$ cat config.mk
export PLATFORM = sky130hd
export DESIGN_NAME = irq_pending_latch
export DESIGN_NICKNAME = d
export VERILOG_FILES = /design/src/rtl/irq_pkg.sv /design/src/rtl/prio_enc_16.sv /design/src/rtl/irq_pending_latch.sv
export SDC_FILE = /design/constraint.sdc
export NUM_CORES = 1
export LEC_CHECK = 0
export BUFFER_PORTS_ARGS = -buffer_cell sky130_fd_sc_hd__buf_2
export CAP_MARGIN = 20
export CORE_UTILIZATION = 50
export DETAILED_ROUTE_END_ITERATION = 10
export PLACE_DENSITY = 0.78
export SETUP_SLACK_MARGIN = 0.1
export SYNTH_ARGS = -nofsm -noshare
export SYNTH_HDL_FRONTEND = slang
export SYNTH_SLANG_ARGS = --single-unit
$ cat constraint.sdc
create_clock -name clk -period 3.2 [get_ports clk]
set_clock_uncertainty 0.15 [all_clocks]
set_input_delay 0.32 -clock clk [delete_from_list [all_inputs] [get_ports clk]]
set_output_delay 0.32 -clock clk [all_outputs]
set_load 0.05 [all_outputs]
$ cat src/rtl/irq_pkg.sv
// Shared sizes, FSM state type and helpers for the interrupt pending latch.
package irq_pkg;

    localparam int unsigned N_IRQ = 16;
    localparam int unsigned IDW   = 4;
    localparam int unsigned CNTW  = 8;

    localparam logic [CNTW-1:0] CNT_MAX = '1;

    typedef enum logic {
        IDLE    = 1'b0,
        PRESENT = 1'b1
    } irq_state_t;

    // One-hot mask selecting a single request line by index.
    function automatic logic [N_IRQ-1:0] idx_onehot(input logic [IDW-1:0] idx);
        return N_IRQ'(1) << idx;
    endfunction

endpackage

$ cat src/rtl/prio_enc_16.sv
// 16-to-4 priority encoder: highest set index wins, any flags a non-empty input.
module prio_enc_16
    import irq_pkg::*;
(
    input  logic [N_IRQ-1:0] elig_i,
    output logic             any_o,
    output logic [IDW-1:0]   idx_o
);

    // Scan upward so the last (highest) set bit overrides lower ones.
    always_comb begin
        any_o = |elig_i;
        idx_o = '0;
        for (int i = 0; i < N_IRQ; i++) begin
            if (elig_i[i]) begin
                idx_o = IDW'(i);
            end
        end
    end

endmodule

$ cat src/rtl/irq_pending_latch.sv
// Sticky pending latch for 16 request lines with a registered, held priority grant
// and a saturating counter of requests that arrive on already-pending lines.
module irq_pending_latch
    import irq_pkg::*;
(
    input  logic             clk,
    input  logic             rst,
    input  logic             enable,
    input  logic [N_IRQ-1:0] irq_in,
    input  logic [N_IRQ-1:0] mask,
    input  logic             ack,
    output logic             req_valid,
    output logic [IDW-1:0]   req_id,
    output logic [N_IRQ-1:0] pending,
    output logic [CNTW-1:0]  coal_cnt
);

    irq_state_t       state_q, state_d;
    logic [N_IRQ-1:0] pending_q, pending_d;
    logic [N_IRQ-1:0] irq_d_q;
    logic             req_valid_q, req_valid_d;
    logic [IDW-1:0]   req_id_q, req_id_d;
    logic [CNTW-1:0]  coal_cnt_q, coal_cnt_d;

    logic [N_IRQ-1:0] clr;
    logic [N_IRQ-1:0] elig;
    logic [N_IRQ-1:0] rise;
    logic             enc_any;
    logic [IDW-1:0]   enc_idx;

    // Only the registered pending bits compete; fresh requests wait one cycle.
    assign elig = pending_q & mask;

    prio_enc_16 u_prio_enc (
        .elig_i (elig),
        .any_o  (enc_any),
        .idx_o  (enc_idx)
    );

    // Grant FSM: take a winner in IDLE, hold it in PRESENT until acked.
    always_comb begin
        state_d     = state_q;
        req_valid_d = req_valid_q;
        req_id_d    = req_id_q;
        clr         = '0;
        unique case (state_q)
            IDLE: begin
                if (enable && enc_any) begin
                    state_d     = PRESENT;
                    req_valid_d = 1'b1;
                    req_id_d    = enc_idx;
                end
            end
            PRESENT: begin
                if (ack) begin
                    state_d     = IDLE;
                    req_valid_d = 1'b0;
                    clr         = idx_onehot(req_id_q);
                end
            end
            default: begin
                state_d     = IDLE;
                req_valid_d = 1'b0;
            end
        endcase
    end

    // Pending update: new requests are ORed in after the clear, so a set in the ack cycle wins.
    always_comb begin
        pending_d = (pending_q & ~clr) | irq_in;
    end

    // Coalesce counter: one step per cycle with any new edge on an already-pending line.
    always_comb begin
        rise       = irq_in & ~irq_d_q;
        coal_cnt_d = coal_cnt_q;
        if ((|(rise & pending_q)) && (coal_cnt_q != CNT_MAX)) begin
            coal_cnt_d = coal_cnt_q + CNTW'(1);
        end
    end

    // State and datapath registers.
    always_ff @(posedge clk or posedge rst) begin
        if (rst) begin
            state_q     <= IDLE;
            pending_q   <= '0;
            irq_d_q     <= '0;
            req_valid_q <= 1'b0;
            req_id_q    <= '0;
            coal_cnt_q  <= '0;
        end else begin
            state_q     <= state_d;
            pending_q   <= pending_d;
            irq_d_q     <= irq_in;
            req_valid_q <= req_valid_d;
            req_id_q    <= req_id_d;
            coal_cnt_q  <= coal_cnt_d;
        end
    end

    assign req_valid = req_valid_q;
    assign req_id    = req_id_q;
    assign pending   = pending_q;
    assign coal_cnt  = coal_cnt_q;

endmodule

==> flow_summary.ini, run 1 <==
[status]
run_status = finished, final reports clean

[clock_tree]
cts.clk_slew.worst_paths_ns = 0.09
clk_path_buf_depth = 2
cts.sinks = 46
cts_tree = yes
htree_levels = 2
cts-buffers-inserted = 5
insertion_delay_ns = 0.29
cts_root_buf = clkbuf_8
post_cts_resized = 0

[pwr]
power_mw = 1.72
switching_share_pct = 40.7
p_seq_share_pct = 44.7
leakage_nw = 1.17
clkPwrFrac_pct = 21.3
ir_worst_vdd_uv = 356
switchingPower_uw = 700
combPwrFrac_pct = 33.9
powerDensity_nw_per_um2 = 650
intPower_mw = 1.02

[synthesis]
synth.avg_cell_area_um2 = 11.1
syn_inst = 191
ys_async_sr_fraction_pct = 100
ys_types = 40
synth-seq-cells = 46
synth_enable_flop_cells = 0
syn_area_um2 = 2120
synth_nets = 228
yosys_warnings = 0
synth_top_flop_cell = dfrtp_1
ys_seq_area_share_pct = 54.3

[timing]
final_hold_viol_count = 0
fin_crit_sh_pct = 65.3
setup_viol = 0
rsz0062_at_grt = false
worst_pin_slew_ns = 0.720
max_slew_margin_pct = 51.7
maxClockFrequency_mhz = 478
timing.final.ws_setup_ns = 1.11
final.setup.tns_ns = 0
finalCriticalPeriod_ns = 2.09
drv_slew = 0

[detailed_routing]
drtPass1Iterations = 4
drt_iter0_drc = 134
routed_wl_mm = 5.27
wl_per_cell_um = 16.6
antenna_left = 0
vias_per_cell = 5.67
vias = 1797
drc = 0

[grt]
grt_use_total_pct = 26.0
grt_pass1_vias = 1709
antenna_found_initial = 0
grt_max_degree = 29
grt_pass1_wl_mm = 8.39
grt-ovfl-total = 0

[floorplan]
coreArea_um2 = 4030
rows = 23
dieArea_um2 = 4500
fp.dieH_um = 67.1
start_util_pct = 52.6
io_pins = 65
die_w_um = 67.1

[layout]
final_cell_mix = buf_2 (64), dfrtp_1 (46), nand2_1 (28), nand2b_1 (18), o21ai_0 (11)
fin_area_um2 = 2650
diodes = 0
nets = 303
final_cells = 317
final_common_cell = buf_2
syn_to_final_growth_pct = 24.9
drive_gt1_share_pct = 34.5

[placement]
place_area_um2 = 2500
io_buffer_count = 64
place.gp.congestion = 0.829
place_ws_ns = 1.30
dp_cells = 304
detailed_place_hpwl_mm = 3.92

[critical_path]
path_class = in2reg
worstSetupEndpointType = register
reg2reg_from = pending[13]
path_max_fanout = 7
reg2reg_to = req_id[0]
rrSetupSlack_ns = 1.28
startpoint_type = input pin
worstPathRequired_ns = 3.24
rr_worst_depth = 5
cp.arrival_ns = 2.13

[hold_path]
whs_endpoint = irq_d_q[7]
hp-class = in2reg
hold_path_depth = 1
min_from = irq_in[7]

[run]
drv_cap = 0
==> sequential cells by signal, summed over array words and instances, names as in the netlist <==
| register | count |
|---|---|
| coal_cnt | 8 |
| pending | 16 |
| req_valid | 1 |
| req_id | 4 |
| state_q | 1 |
| irq_d_q | 16 |
==> power groups by stage <==
stage / logic (mW) / clock network (mW) / registers, mW
after floorplan: 0.212 / 0 / 0.983
after global placement: 0.571 / 0 / 0.773
after detailed placement: 0.578 / 0 / 0.778
after CTS: 0.583 / 0.374 / 0.767
after global routing: 0.627 / 0.393 / 0.784
final: 0.583 / 0.367 / 0.769
==> cell families (layout without fill, tap and decap cells) <==
kind of cell	count (synthesis)	count (layout)	share of synthesized area [%]
AO/OA/AOI/OAI	58	58	20.1
XOR/XNOR	6	6	2.48
adder cells (fa/ha/maj)	1	1	0.591
buffers and inverters	4	80	0.709
flip-flops	46	46	54.3
multiplexers	3	3	1.89
AND/OR/NAND/NOR	73	73	19.9
==> per-layer routing <==
metal	vias up	global-route usage (%)	share of wire, %
li1	853	-	-
met1	853	36.9	45
met2	85	38.9	46
met3	6	4.11	8.0
met4	0	11.2	1.6
met5	-	0	0
==> stage by stage <==
step                hold WS, ns  utilization, %
CTS                    0.000162            65.4
detailed placement        0.221            62.1
floorplan                 0.201               -
finish                  0.00449            65.7
global placement          0.216            62.1
global route            0.00231            65.7
==> synthesized netlist by cell type, types with 3 or more instances <==
cell type	instances	area share, %
dfrtp_1	46	54
nand2_1	28	5.0
nand2b_1	18	5.3
o21ai_0	11	2.6
a21oi_1	9	2.1
a22o_1	7	2.9
nand4_1	7	2.1
xor2_1	6	2.5
nor2_1	5	0.89
o22ai_2	4	2.4
a21o_1	3	1.1
nand3_1	3	0.71
o22ai_1	3	0.89
o31ai_1	3	1.1
==> cell type report <==
class | instances | area (um2)
clock buffer | 6 | 82.6
clock inverter | 2 | 12.5
fill | 333 | 1380
inverter | 2 | 7.51
multi-input combinational | 141 | 952
sequential | 46 | 1150
tap | 50 | 62.6
timing repair buffer | 70 | 378
==> repair_timing <==
item	CTS	global route
hold buffers	4	1
setup buffers	0	0
hold endpoints to repair	21	1
==> how the worst max path moves through the flow <==
stage / from / endpoint / cells after the start
floorplan: coal_cnt[0] / coal_cnt[1] / 5
global placement: coal_cnt[0] / coal_cnt[1] / 5
detailed placement: coal_cnt[0] / coal_cnt[1] / 5
CTS: irq_in[10] / coal_cnt[1] / 7
global route: irq_in[10] / coal_cnt[1] / 7
finish: irq_in[10] / coal_cnt[1] / 7
==> critical path: stages <==
cell	delay, ns
dlygate4sd3_1	0.53
buf_2	0.13
nand2_1	0.07
o22ai_2	0.09
nor4_4	0.52
a21boi_2	0.15
mux2_4	0.31
Note: power is estimated with default switching activity, not from simulation.
==> run 2, diff against run 1 <==
==> constraint.sdc (replaced) <==
create_clock -name clk -period 2.1 [get_ports clk]
set_clock_uncertainty 0.15 [all_clocks]
set_input_delay 0.21 -clock clk [delete_from_list [all_inputs] [get_ports clk]]
set_output_delay 0.21 -clock clk [all_outputs]
set_load 0.05 [all_outputs]
==> flow_summary.ini, run 2 (synthesis results as in run 1) <==
[placement]
io_buffer_count = 64
detailed_place_hpwl_mm = 3.86
place.gp.congestion = 0.830

[layout]
final_common_cell = buf_2
nets = 317
diodes = 0
n_fill_cell = 299
drive_gt1_share_pct = 33.8
syn_to_final_growth_pct = 31.2
final_cell_mix = buf_2 (64), dfrtp_1 (44), nand2_1 (28), nand2b_1 (18), dlygate4sd3_1 (17)

[grt]
grt-ovfl-total = 0
antenna_found_initial = 0
grt_pass1_wl_mm = 7.95
grt_pass1_vias = 1726
grt_use_total_pct = 24.5
grt_max_degree = 18

[critical_path]
path_cells = dlygate4sd3_1 > buf_2 > nand2_1 > o22ai_1 > nor4_4 > a21boi_2 > mux2_4
path_class = in2reg
worst-path-buf-inv = 2
startpoint_type = input pin
cpPeakStageDelay_ns = 0.53
slowest_stage = dlygate4sd3_1
worstSetupEndpointType = register
cpLargestDelayFamily = buffers and inverters
worstPathRequired_ns = 2.14
rrSetupSlack_ns = 0.19
cp.arrival_ns = 1.99
path_max_fanout = 7

[status]
run_status = finished, final reports clean

[clock_tree]
cts-buffers-inserted = 5
cts.clk_slew.worst_paths_ns = 0.09
post_cts_resized = 0
clk_path_buf_depth = 2
insertion_delay_ns = 0.30
cts_tree = yes
cts_root_buf = clkbuf_8
cts.sinks = 46
htree_levels = 2

[timing]
max_slew_margin_pct = 63.5
fin_crit_sh_pct = 92.9
finalCriticalPeriod_ns = 1.95
rsz0062_at_grt = false
drv_slew = 0
final.setup.tns_ns = 0
finalHoldWorstSlack_ns = 0.0592
worst_pin_slew_ns = 0.545
final_hold_viol_count = 0
maxClockFrequency_mhz = 513
setup_viol = 0

[pwr]
powerDensity_nw_per_um2 = 948
leakage_nw = 1.23
ir_worst_vdd_uv = 500

[detailed_routing]
drc = 0
vias = 1866
antenna_left = 0
vias_per_cell = 5.64
drt_iter0_drc = 171
drtPass1Iterations = 6
routed_wl_mm = 5.37
wl_per_cell_um = 16.2

[floorplan]
coreArea_um2 = 4030
dieArea_um2 = 4500
rows = 23
io_pins = 65
fp.dieH_um = 67.1
start_util_pct = 52.6
die_w_um = 67.1

[run]
drv_cap = 0

[hold_path]
hp-class = in2reg
run 2: cell count changes in the layout (fill, tap and decap cells not counted), sizes merged:
cell / delta
dlygate4sd3: +12
buf: +2
clkbuf: +1
clkinvlp: -1
run 2: per-layer routing:
metal,track usage [%],share of wire (%),wire length (um),vias up
li1,-,-,-,880
met1,33.6,44,2340,879
met2,36.5,46,2460,91
met3,4.97,8.0,427,16
met4,11.7,2.6,138,0
met5,0,0,0,-
run 2: where the power goes:
group / leakage [nW] / switching (mW) / total (mW) / internal (mW)
clock network: 0.0482 / 0.286 / 0.551 / 0.266
logic: 0.697 / 0.616 / 0.915 / 0.300
registers: 0.487 / 0.157 / 1.17 / 1.01
run 2: final cells by class:
type,count,area [um2],share of cell area [%]
Inverter,2,7.51,0.270
Clock buffer,7,86.3,3.11
Clock inverter,1,5.00,0.180
Multi-Input combinational cell,141,952,34.2
Sequential cell,46,1150,41.5
Timing Repair Buffer,84,513,18.5
Tap cell,50,62.6,2.25
run 2: path summary, 6_finish.rpt:
path                       depth (start not counted)          end         from
max reg2reg                                        5  coal_cnt[1]  coal_cnt[0]
max in group asynchronous                          4   pending[9]          rst
min                                                3      state_q          ack
min reg2reg                                        1    req_valid    req_valid
max                                                7  coal_cnt[1]    irq_in[9]
min in group asynchronous                          3  pending[15]          rst
run 2: worst reg2reg max path, stage by stage, from the launching register on:
cell	delay (ns)
dfrtp_2	0.45
ha_1	0.26
and2_2	0.18
nand4_1	0.19
a21boi_2	0.26
mux2_4	0.31
run 2: per-stage QoR:
| stage | util, % | area, um2 | total power, mW | setup slack (ns) | cells |
|---|---|---|---|---|---|
| 3_5_place_dp | 62.3 | 2510 | 2.07 | 0.235 | 305 |
| 5_1_grt | 69.0 | 2780 | 2.77 | 0.111 | 331 |
| 6_report | 69.0 | 2780 | 2.63 | 0.149 | 331 |
| 3_3_place_gp | 62.3 | 2510 | 2.06 | 0.278 | 305 |
| 4_1_cts | 68.8 | 2770 | 2.64 | 0.107 | 330 |
| 2_1_floorplan | - | 2120 | 1.82 | 0.153 | 191 |
run 2: repair_timing:
action                                  4_1_cts  5_1_grt
endpoints found under the setup margin        0        2
hold buffers                                 17        0
endpoints found under the hold margin        46        0
setup buffers                                 0        1
